--- src/rtl/router_rr_drain_if.sv ---
// Signal bundle between the three destination FIFOs, the drain
// scheduler and the shared output stream.
interface router_rr_drain_if #(
    parameter int DATA_W = 8
);
    logic              empty_0;
    logic              empty_1;
    logic              empty_2;
    logic [DATA_W-1:0] dout_0;
    logic [DATA_W-1:0] dout_1;
    logic [DATA_W-1:0] dout_2;
    logic              rd_en_0;
    logic              rd_en_1;
    logic              rd_en_2;
    logic [DATA_W-1:0] out_data;
    logic              out_valid;
    logic              out_ready;
    logic              out_sop;
    logic              out_eop;
    logic [1:0]        out_ch;
    logic              busy;
    logic              soft_reset_0;
    logic              soft_reset_1;
    logic              soft_reset_2;

    modport master (
        input  empty_0, empty_1, empty_2,
        input  dout_0, dout_1, dout_2,
        input  out_ready,
        output rd_en_0, rd_en_1, rd_en_2,
        output out_data, out_valid, out_sop, out_eop,
        output out_ch, busy,
        output soft_reset_0, soft_reset_1, soft_reset_2
    );

    modport slave (
        output empty_0, empty_1, empty_2,
        output dout_0, dout_1, dout_2,
        output out_ready,
        input  rd_en_0, rd_en_1, rd_en_2,
        input  out_data, out_valid, out_sop, out_eop,
        input  out_ch, busy,
        input  soft_reset_0, soft_reset_1, soft_reset_2
    );
endinterface

--- src/rtl/router_rr_drain.sv ---
// Packet-atomic round-robin drain of three router FIFOs onto one
// valid/ready stream, with stall timeout and FIFO soft reset.
module router_rr_drain #(
    parameter int DATA_W  = 8,
    parameter int TIMEOUT = 30
) (
    input  logic              clk,
    input  logic              reset,
    router_rr_drain_if.master bus
);
    localparam int TW = $clog2(TIMEOUT) + 1;

    typedef enum logic [1:0] {
        IDLE,
        HEADER,
        PAYLOAD,
        PARITY
    } state_t;

    state_t            state_q, state_d;
    logic [1:0]        rr_ptr_q, rr_ptr_d;
    logic [1:0]        grant_q, grant_d;
    logic [5:0]        cnt_q, cnt_d;
    logic [TW-1:0]     tmo_q, tmo_d;
    logic [2:0]        srst_q, srst_d;
    logic [3:0]        empty_v;
    logic [DATA_W-1:0] dout_g;
    logic              empty_g;
    logic              valid;
    logic              xfer;
    logic              expire;
    logic [1:0]        c0, c1, c2;

    function automatic logic [1:0] nxt(input logic [1:0] p);
        return (p == 2'd2) ? 2'd0 : p + 2'd1;
    endfunction

    // Bit 3 pads the vector so a 2-bit index is always in range.
    assign empty_v = {1'b1, bus.empty_2, bus.empty_1, bus.empty_0};
    assign empty_g = empty_v[grant_q];

    always_comb begin
        dout_g = bus.dout_0;
        case (grant_q)
            2'd1:    dout_g = bus.dout_1;
            2'd2:    dout_g = bus.dout_2;
            default: dout_g = bus.dout_0;
        endcase
    end

    assign valid  = (state_q != IDLE) && !empty_g;
    assign xfer   = valid && bus.out_ready;
    assign expire = (state_q != IDLE) && !xfer &&
                    (tmo_q == TW'(TIMEOUT - 1));

    always_comb begin
        state_d  = state_q;
        rr_ptr_d = rr_ptr_q;
        grant_d  = grant_q;
        cnt_d    = cnt_q;
        tmo_d    = tmo_q;
        srst_d   = '0;
        c0       = nxt(rr_ptr_q);
        c1       = nxt(c0);
        c2       = rr_ptr_q;

        if (state_q == IDLE || xfer) begin
            tmo_d = '0;
        end else if (tmo_q != '1) begin
            tmo_d = tmo_q + 1'b1;
        end

        unique case (state_q)
            IDLE: begin
                if (!empty_v[c0]) begin
                    grant_d = c0;
                    state_d = HEADER;
                end else if (!empty_v[c1]) begin
                    grant_d = c1;
                    state_d = HEADER;
                end else if (!empty_v[c2]) begin
                    grant_d = c2;
                    state_d = HEADER;
                end
            end
            HEADER: begin
                if (xfer) begin
                    cnt_d   = dout_g[7:2];
                    state_d = (dout_g[7:2] == 6'd0) ? PARITY : PAYLOAD;
                end
            end
            PAYLOAD: begin
                if (xfer) begin
                    cnt_d = cnt_q - 1'b1;
                    if (cnt_q == 6'd1) state_d = PARITY;
                end
            end
            PARITY: begin
                if (xfer) begin
                    state_d  = IDLE;
                    rr_ptr_d = grant_q;
                end
            end
        endcase

        // A stalled packet is abandoned and its FIFO flushed.
        if (expire) begin
            state_d  = IDLE;
            rr_ptr_d = grant_q;
            tmo_d    = '0;
            srst_d   = 3'b001 << grant_q;
        end
    end

    always_ff @(posedge clk or posedge reset) begin
        if (reset) begin
            state_q  <= IDLE;
            rr_ptr_q <= 2'd2;
            grant_q  <= 2'd0;
            cnt_q    <= '0;
            tmo_q    <= '0;
            srst_q   <= '0;
        end else begin
            state_q  <= state_d;
            rr_ptr_q <= rr_ptr_d;
            grant_q  <= grant_d;
            cnt_q    <= cnt_d;
            tmo_q    <= tmo_d;
            srst_q   <= srst_d;
        end
    end

    assign bus.out_data     = dout_g;
    assign bus.out_ch       = grant_q;
    assign bus.out_valid    = valid;
    assign bus.out_sop      = valid && (state_q == HEADER);
    assign bus.out_eop      = valid && (state_q == PARITY);
    assign bus.busy         = (state_q != IDLE);
    assign bus.rd_en_0      = xfer && (grant_q == 2'd0);
    assign bus.rd_en_1      = xfer && (grant_q == 2'd1);
    assign bus.rd_en_2      = xfer && (grant_q == 2'd2);
    assign bus.soft_reset_0 = srst_q[0];
    assign bus.soft_reset_1 = srst_q[1];
    assign bus.soft_reset_2 = srst_q[2];
endmodule
--- src/flat_wrapper.sv ---
// flat-port wrapper written by rule: the top's interface ports become plain ports
module router_rr_drain_flat 
#(
    parameter int DATA_W  = 8,
    parameter int TIMEOUT = 30
)
  (clk, reset, bus_empty_0, bus_empty_1, bus_empty_2, bus_dout_0, bus_dout_1, bus_dout_2, bus_out_ready, bus_rd_en_0, bus_rd_en_1, bus_rd_en_2, bus_out_data, bus_out_valid, bus_out_sop, bus_out_eop, bus_out_ch, bus_busy, bus_soft_reset_0, bus_soft_reset_1, bus_soft_reset_2);
  router_rr_drain_if #(.DATA_W(DATA_W)) bus_i ();
  input  logic clk;
  input  logic reset;
  input wire logic [$bits(bus_i.empty_0)-1:0] bus_empty_0;
  input wire logic [$bits(bus_i.empty_1)-1:0] bus_empty_1;
  input wire logic [$bits(bus_i.empty_2)-1:0] bus_empty_2;
  input wire logic [$bits(bus_i.dout_0)-1:0] bus_dout_0;
  input wire logic [$bits(bus_i.dout_1)-1:0] bus_dout_1;
  input wire logic [$bits(bus_i.dout_2)-1:0] bus_dout_2;
  input wire logic [$bits(bus_i.out_ready)-1:0] bus_out_ready;
  output wire logic [$bits(bus_i.rd_en_0)-1:0] bus_rd_en_0;
  output wire logic [$bits(bus_i.rd_en_1)-1:0] bus_rd_en_1;
  output wire logic [$bits(bus_i.rd_en_2)-1:0] bus_rd_en_2;
  output wire logic [$bits(bus_i.out_data)-1:0] bus_out_data;
  output wire logic [$bits(bus_i.out_valid)-1:0] bus_out_valid;
  output wire logic [$bits(bus_i.out_sop)-1:0] bus_out_sop;
  output wire logic [$bits(bus_i.out_eop)-1:0] bus_out_eop;
  output wire logic [$bits(bus_i.out_ch)-1:0] bus_out_ch;
  output wire logic [$bits(bus_i.busy)-1:0] bus_busy;
  output wire logic [$bits(bus_i.soft_reset_0)-1:0] bus_soft_reset_0;
  output wire logic [$bits(bus_i.soft_reset_1)-1:0] bus_soft_reset_1;
  output wire logic [$bits(bus_i.soft_reset_2)-1:0] bus_soft_reset_2;
  assign bus_i.empty_0 = bus_empty_0;
  assign bus_i.empty_1 = bus_empty_1;
  assign bus_i.empty_2 = bus_empty_2;
  assign bus_i.dout_0 = bus_dout_0;
  assign bus_i.dout_1 = bus_dout_1;
  assign bus_i.dout_2 = bus_dout_2;
  assign bus_i.out_ready = bus_out_ready;
  assign bus_rd_en_0 = bus_i.rd_en_0;
  assign bus_rd_en_1 = bus_i.rd_en_1;
  assign bus_rd_en_2 = bus_i.rd_en_2;
  assign bus_out_data = bus_i.out_data;
  assign bus_out_valid = bus_i.out_valid;
  assign bus_out_sop = bus_i.out_sop;
  assign bus_out_eop = bus_i.out_eop;
  assign bus_out_ch = bus_i.out_ch;
  assign bus_busy = bus_i.busy;
  assign bus_soft_reset_0 = bus_i.soft_reset_0;
  assign bus_soft_reset_1 = bus_i.soft_reset_1;
  assign bus_soft_reset_2 = bus_i.soft_reset_2;
  router_rr_drain #(.DATA_W(DATA_W), .TIMEOUT(TIMEOUT)) u_core (.clk(clk), .reset(reset), .bus(bus_i));
endmodule
--- config.mk ---
export PLATFORM = sky130hd
export DESIGN_NAME = router_rr_drain_flat
export DESIGN_NICKNAME = d
export VERILOG_FILES = /design/src/rtl/router_rr_drain_if.sv /design/src/rtl/router_rr_drain.sv /design/src/flat_wrapper.sv
export SDC_FILE = /design/constraint.sdc
export NUM_CORES = 1
export LEC_CHECK = 0
export BUFFER_PORTS_ARGS = -buffer_cell sky130_fd_sc_hd__buf_2
export CAP_MARGIN = 40
export CELL_PAD_IN_SITES_DETAIL_PLACEMENT = 1
export CELL_PAD_IN_SITES_GLOBAL_PLACEMENT = 2
export CORE_MARGIN = 2
export CORE_UTILIZATION = 29
export CTS_CLUSTER_SIZE = 40
export DETAILED_ROUTE_END_ITERATION = 6
export PLACE_DENSITY = 0.9
export SLEW_MARGIN = 10
export SYNTH_ARGS = -nofsm -noshare
export SYNTH_HDL_FRONTEND = slang
export SYNTH_SLANG_ARGS = --single-unit
--- constraint.sdc ---
create_clock -name clk -period 3.2 [get_ports clk]
set_clock_uncertainty 0.2 [all_clocks]
set_input_delay 0 -clock clk [delete_from_list [all_inputs] [get_ports clk]]
set_output_delay 0 -clock clk [all_outputs]
set_load 0.02 [all_outputs]
==> impl_metrics.csv, run 1 <==
group,metric,value,unit
job,max_cap_viol_count,0,
sta,maxClockFrequency,386,MHz
critical_path,reg2reg_slack,0.61,ns
logic_synthesis,yosys_most_used_dff,"dfrtp_1",
floorplanning,fp-row-count,26,
floorplanning,die_x,76.6,um
clock_network,cts_num_sinks,21,
clock_network,h-tree-depth,1,
final_layout,final_nets,271,
critical_path,reg2reg_from,"u_core.state_q[0]",
clock_network,cts.repair.resized,0,
logic_synthesis,post_synth.cell_area_avg,8.54,um2
clock_network,cts-buffers-inserted,3,
final_layout,mostFrequentLayoutCells,"49 x buf_2, 22 x nor2_1, 20 x dfrtp_1",
critical_path,cp_data_arrival_time,2.54,ns
sta,final-hold-violation-count,0,
placed_design,final_weighted_congestion_in_routability_driven_placement,0.742,
final_layout,fillCellCount,649,
logic_synthesis,synth_edf_count,0,
logic_synthesis,post_syn_nets,220,
critical_path,setup.worst_path.class,"reg -> reg",
grt,initial_antenna_violation_count,0,
power,leakage,0.930,nW
final_layout,syn_to_final_growth,26.0,%
drt,routed_wire_length_per_instance,14.2,um
floorplanning,floorplan.core_area,5110,um2
logic_synthesis,synth_seq_area_share,0.345,
sta,min_period_over_period,0.811,
clock_network,post_cts_buffers,0,
logic_synthesis,asyncSetResetFlopFracSynth,1.00,
clock_network,clkSlewWorstSetupHoldPaths,0.08,ns
logic_synthesis,synth.ff_latch_count,21,
final_layout,area_of_the_multi_input_gates,921,um2
final_layout,layout.cells.most_common,"buf_2",
power,cellPowerDensity,1060,nW/um2
grt,global_route.peak_usage_layer,"met2",
floorplanning,die_height,76.6,um
logic_synthesis,postSynthCellCount,179,
clock_network,cts-root-to-sink-buffers,2,
floorplanning,starting_density_of_the_core,0.299,
logic_synthesis,post_synth_instance_area,1530,um2
critical_path,setup.worst_path.start_class,"register",
worst_hold_path,hold_start,"bus_dout_0[3]",
sta,rsz0062_at_grt,"false",
final_layout,post_route_cells_drive_above_1_share,0.284,
sta,worst_slew_margin_rel,0.658,
critical_path,critPathMaxFanout,8,
placed_design,placement.setup.worst_slack,0.601,ns
run_status,result_of_the_run,"finished, final reports clean",
clock_network,holdBufCountCts,3,
floorplanning,num_io_pins,50,
logic_synthesis,yosys.cell_types.count,40,
logic_synthesis,synth_warnings,0,
drt,detail-route-antenna-nets,0,
drt,route.final.wire_length,4.26,mm
sta,total_setup_violations_reported_at_the_end_of_the_flow,0,
sta,layout_setup_ws,0.606,ns
critical_path,cp-startpoint,"u_core.state_q[0]",
grt,largest_net_degree_at_the_start_of_global_routing,17,
sta,period_needed,2.59,ns
drt,drc,0,
sta,timing_worst_slew_pin_value,0.513,ns
power,vdd.ir_drop.worst,0.468,mV
grt,grt_first_pass_wirelength,7.23,mm
floorplanning,die_area,5870,um2
placed_design,port_buffers,49,
worst_hold_path,hp-class,"in -> reg",
critical_path,critPathRequiredTime,3.15,ns
critical_path,critical_path.endpoint_type,"register",
drt,vias_per_cell,5.03,
final_layout,insertedDiodeCount,0,
grt,global_route.usage.total,0.150,
grt,gr-total-overflow,0,
final_layout,area.sequential,527,um2
drt,route.vias.total,1503,
sta,number_of_pins_with_negative_max_slew_slack_in_the_final_report,0,
grt,grt_pass1_vias,1579,
grt,grt_use_met2,0.259,
placed_design,dpl.hpwl,3.32,mm
drt,detail_route.iter0.violations,42,
clock_network,later_pin_clock_latency_in_the_skew_report,0.26,ns
drt,drt_pass1_iterations,4,
grt,grt.met1_usage,0.195,
sta,totalNegativeSetupSlack,0,ns
clock_network,root_buffer,"clkbuf_8",
clock_network,tritoncts,"done",
grt,grt_util_met3,0.0320,
## report_power, final
group          internal, mW  switching, mW  leakage [nW]
Sequential            0.370          0.123         0.263
Combinational         0.516          0.854         0.644
Clock                0.0887         0.0887        0.0228
Total                 0.974           1.07         0.930
## sequential cells by signal, summed over array words and instances, names as in the netlist
name	count
u_core.c2	2
u_core.srst_q	3
u_core.state_q	2
u_core.cnt_q	6
u_core.tmo_q	6
u_core.bus.out_ch	2
## routing by layer
layer | wire length, um | up-vias
li1 | - | 737
met2 | 2150 | 40
met3 | 215 | 4
met5 | 0 | -
met1 | 1870 | 722
met4 | 23 | 0
## final cells by class
cell class / count / share of cell area
multi-input combinational: 137 / 0.478
sequential: 21 / 0.273
clock buffer: 4 / 0.0234
timing repair buffer: 54 / 0.155
inverter: 13 / 0.0253
tap: 70 / 0.0455
## synth_stat cells, drive strengths merged, types with 2 or more instances
cell type,count,share of area
nor3,7,0.026
a21oi,21,0.076
dfrtp,20,0.33
nand3,4,0.013
and2,8,0.033
nor2,22,0.054
nand2,7,0.017
clkbuf,6,0.015
a22oi,8,0.039
a211oi,3,0.015
o22a,4,0.023
and3,3,0.012
a21o,2,0.0098
ha,11,0.090
nand2b,2,0.0082
inv,13,0.032
or3,5,0.020
nor4,2,0.0082
mux2,2,0.015
buf,2,0.0065
mux2i,4,0.026
o21ai,10,0.035
## final timing paths
kind | endpoint | cells after the start
max | u_core.c2[0] | 7
min | u_core.cnt_q[1] | 5
max reg2reg | u_core.c2[0] | 7
min reg2reg | u_core.cnt_q[5] | 1
max in group asynchronous | u_core.cnt_q[0] | 4
min in group asynchronous | u_core.tmo_q[4] | 3
## worst max-delay path: stages, from the launching register on
cell and delay (ns):
dfrtp_1 0.42, inv_1 0.11, ha_1 0.29, or4b_4 0.52, o22ai_4 0.29, nor3_2 0.14
a21oi_2 0.18, mux2_1 0.34
## kinds of logic (layout without fill, tap and decap cells)
kind of cell             after synthesis  after routing  synth area share
AND/OR/NAND/NOR                       62             62             0.207
AO/OA/AOI/OAI                         56             56             0.253
multiplexers                           6              6            0.0409
adder cells (fa/ha/maj)               11             11            0.0900
buffers and inverters                 21             71            0.0532
XOR/XNOR                               2              2            0.0115
flip-flops                            21             21             0.345
## through the flow
step	hold slack [ns]	cell area (um2)	total power, mW	utilization	cells
floorplan	-0.224	1530	1.48	-	179
global placement	0.0110	1840	1.84	0.360	291
detailed placement	-0.167	1850	1.87	0.363	292
CTS	0.0388	1930	2.06	0.377	299
global route	0.0642	1930	2.24	0.377	299
finish	0.0339	1930	2.04	0.377	299
(Power assumes the default switching activity.)
==> run 2, diff against run 1 <==
==> constraint.sdc (replaced) <==
create_clock -name clk -period 2.7 [get_ports clk]
set_clock_uncertainty 0.2 [all_clocks]
set_input_delay 0 -clock clk [delete_from_list [all_inputs] [get_ports clk]]
set_output_delay 0 -clock clk [all_outputs]
set_load 0.02 [all_outputs]
==> run 2 against run 1 <==
Sequential cell count unchanged; die area did not move; via count up 2.5%; clock power up 16%; setup slack got worse by 0.45 ns; register-to-register slack got worse by 0.45 ns; sequential share of layout area down 0.96 points; hold slack improved by 0.015 ns; clock-buffer cell count is the same; non-clock buffer count up 7; maximum frequency is 2.0% higher; largest power group unchanged.
==> impl_metrics.csv, run 2 (synthesized netlist as in run 1, its figures left out) <==
group,metric,value,unit
drt,routed_wire_length_per_instance,13.5,um
drt,met3_wirelength,206,um
grt,gr-total-overflow,0,
critical_path,cp_slowest_stage_delay,0.53,ns
clock_network,cts-root-to-sink-buffers,2,
floorplanning,die_x,76.6,um
placed_design,port_buffers,49,
drt,drc,0,
drt,wirelength_met1,1.92,mm
drt,route.vias.total,1540,
final_layout,post_route_cells_drive_above_1_share,0.297,
power,cellPowerDensity,1240,nW/um2
critical_path,worstPathBufferInverterCount,1,
critical_path,reg2reg_from,"u_core.state_q[0]",
sta,min_period_over_period,0.942,
final_layout,layout.cells.most_common,"buf_2",
critical_path,crit_family,"simple AND/OR/NAND/NOR gates",
worst_hold_path,holdPathStages,5,
drt,route.final.wire_length,4.14,mm
worst_hold_path,hold_start,"bus_dout_0[5]",
grt,grt_pass1_vias,1540,
critical_path,worst_path_max_delay_cell,"or4b_4",
power,power,2.47,mW
power,vdd.ir_drop.worst,0.651,mV
floorplanning,fp-row-count,26,
critical_path,crit_chain,"inv_1, ha_1, or4b_4, o22ai_4, nor3_2, a21oi_2, mux2_1",
final_layout,syn_to_final_growth,30.6,%
clock_network,root_buffer,"clkbuf_8",
critical_path,cp_data_arrival_time,2.49,ns
final_layout,mostFrequentLayoutCells,"49 x buf_2, 22 x nor2_1, 20 x dfrtp_1",
sta,totalNegativeSetupSlack,0,ns
placed_design,final_weighted_congestion_in_routability_driven_placement,0.735,
final_layout,area_of_the_multi_input_gates,921,um2
worst_hold_path,hp-class,"in -> reg",
sta,number_of_pins_with_negative_max_slew_slack_in_the_final_report,0,
clock_network,later_pin_clock_latency_in_the_skew_report,0.26,ns
drt,drt_pass1_iterations,4,
sta,period_needed,2.54,ns
worst_hold_path,holdPathEnd,"u_core.cnt_q[3]",
run_status,result_of_the_run,"finished, final reports clean",
drt,top_signal_layer_used,"met4",
sta,final-hold-violation-count,0,
critical_path,reg2reg_slack,0.16,ns
critical_path,cp-startpoint,"u_core.state_q[0]",
drt,detail_route.iter0.violations,66,
critical_path,reg2reg_depth,7,
clock_network,cts-buffers-inserted,3,
floorplanning,starting_density_of_the_core,0.299,
final_layout,area.sequential,527,um2
sta,worst_slew_margin_rel,0.706,
drt,vias_per_cell,5.03,
floorplanning,die_height,76.6,um
clock_network,tritoncts,"done",
sta,rsz0062_at_grt,"false",
clock_network,clkSlewWorstSetupHoldPaths,0.08,ns
sta,fin_hold_ws,0.0486,ns
critical_path,setup.worst_path.class,"reg -> reg",
critical_path,critPathMaxFanout,6,
floorplanning,floorplan.core_area,5110,um2
final_layout,final_nets,278,
clock_network,h-tree-depth,1,
placed_design,dpl.hpwl,3.25,mm
final_layout,insertedDiodeCount,0,
grt,largest_net_degree_at_the_start_of_global_routing,19,
clock_network,cts_num_sinks,21,
grt,initial_antenna_violation_count,0,
floorplanning,die_area,5870,um2
critical_path,setup.worst_path.start_class,"register",
final_layout,layout.core_utilization,0.391,
floorplanning,num_io_pins,50,
final_layout,layout_top_registers,"u_core.cnt_q: 6 flops, u_core.tmo_q: 6 flops, u_core.srst_q: 3 flops",
sta,maxClockFrequency,393,MHz
critical_path,r2r_end,"u_core.c2[0]",
grt,grt_first_pass_wirelength,7.12,mm
drt,wl_met2,1.99,mm
drt,detail-route-antenna-nets,0,
job,max_cap_viol_count,0,
power,leakage,0.971,nW
critical_path,critPathRequiredTime,2.65,ns
sta,timing_worst_slew_pin_value,0.442,ns
sta,total_setup_violations_reported_at_the_end_of_the_flow,0,
grt,global_route.usage.total,0.146,
final_layout,fillCellCount,647,
critical_path,critical_path.endpoint_type,"register",
## run 2: changes by cell type in the layout (fill, tap and decap cells not counted)
cell,change
buf_4,+5
buf_8,-1
dlygate4sd3_1,+2
buf_16,+1
## run 2: how the worst max path moves through the flow
stage	to	depth (start not counted)	slack [ns]
floorplan	u_core.state_q[0]	9	0.16
global placement	u_core.c2[0]	7	0.22
detailed placement	u_core.c2[0]	7	0.13
CTS	u_core.c2[0]	7	0.11
global route	u_core.c2[0]	7	0.03
finish	u_core.c2[0]	7	0.16
## run 2: metal layers
metal	vias to the layer above	track usage
met1	741	0.191
met4	0	0.0364
met2	42	0.242
li1	753	-
met5	-	0
met3	4	0.0344
## run 2: metrics by stage
| stage | setup WS [ns] | area [um2] | std cells |
|---|---|---|---|
| after global routing | 0.0322 | 2000 | 306 |
| after detailed placement | 0.130 | 1890 | 295 |
| final | 0.156 | 2000 | 306 |
| after global placement | 0.225 | 1860 | 294 |
| after floorplan | 0.156 | 1530 | 179 |
| after CTS | 0.114 | 1980 | 304 |
## run 2: power by group
part           internal, mW  switching [mW]  leakage (nW)
clock network         0.105          0.0996        0.0228
registers             0.438           0.137         0.263
logic                 0.671            1.02         0.685
## run 2: what timing repair did
item                                    in CTS  in global routing
resized for setup                            0                  0
buffers inserted                             0                  2
endpoints found under the setup margin       0                  1
hold buffers                                 5                  0
endpoints found under the hold margin       23                  0
## run 2: final cells by class
cell class | instances | share of cell area
Sequential cell | 21 | 0.264
Inverter | 13 | 0.0244
Multi-Input combinational cell | 137 | 0.461
Timing Repair Buffer | 61 | 0.184
Tap cell | 70 | 0.0439
Clock buffer | 4 | 0.0226
## run 2: tightest hold or removal path, delay by kind of cell
| kind | cells | cell delay [ns] |
|---|---|---|
| AO/OA/AOI/OAI | 2 | 0.15 |
| multiplexers | 1 | 0.13 |
| buffers and inverters | 1 | 0.09 |
| AND/OR/NAND/NOR | 1 | 0.08 |
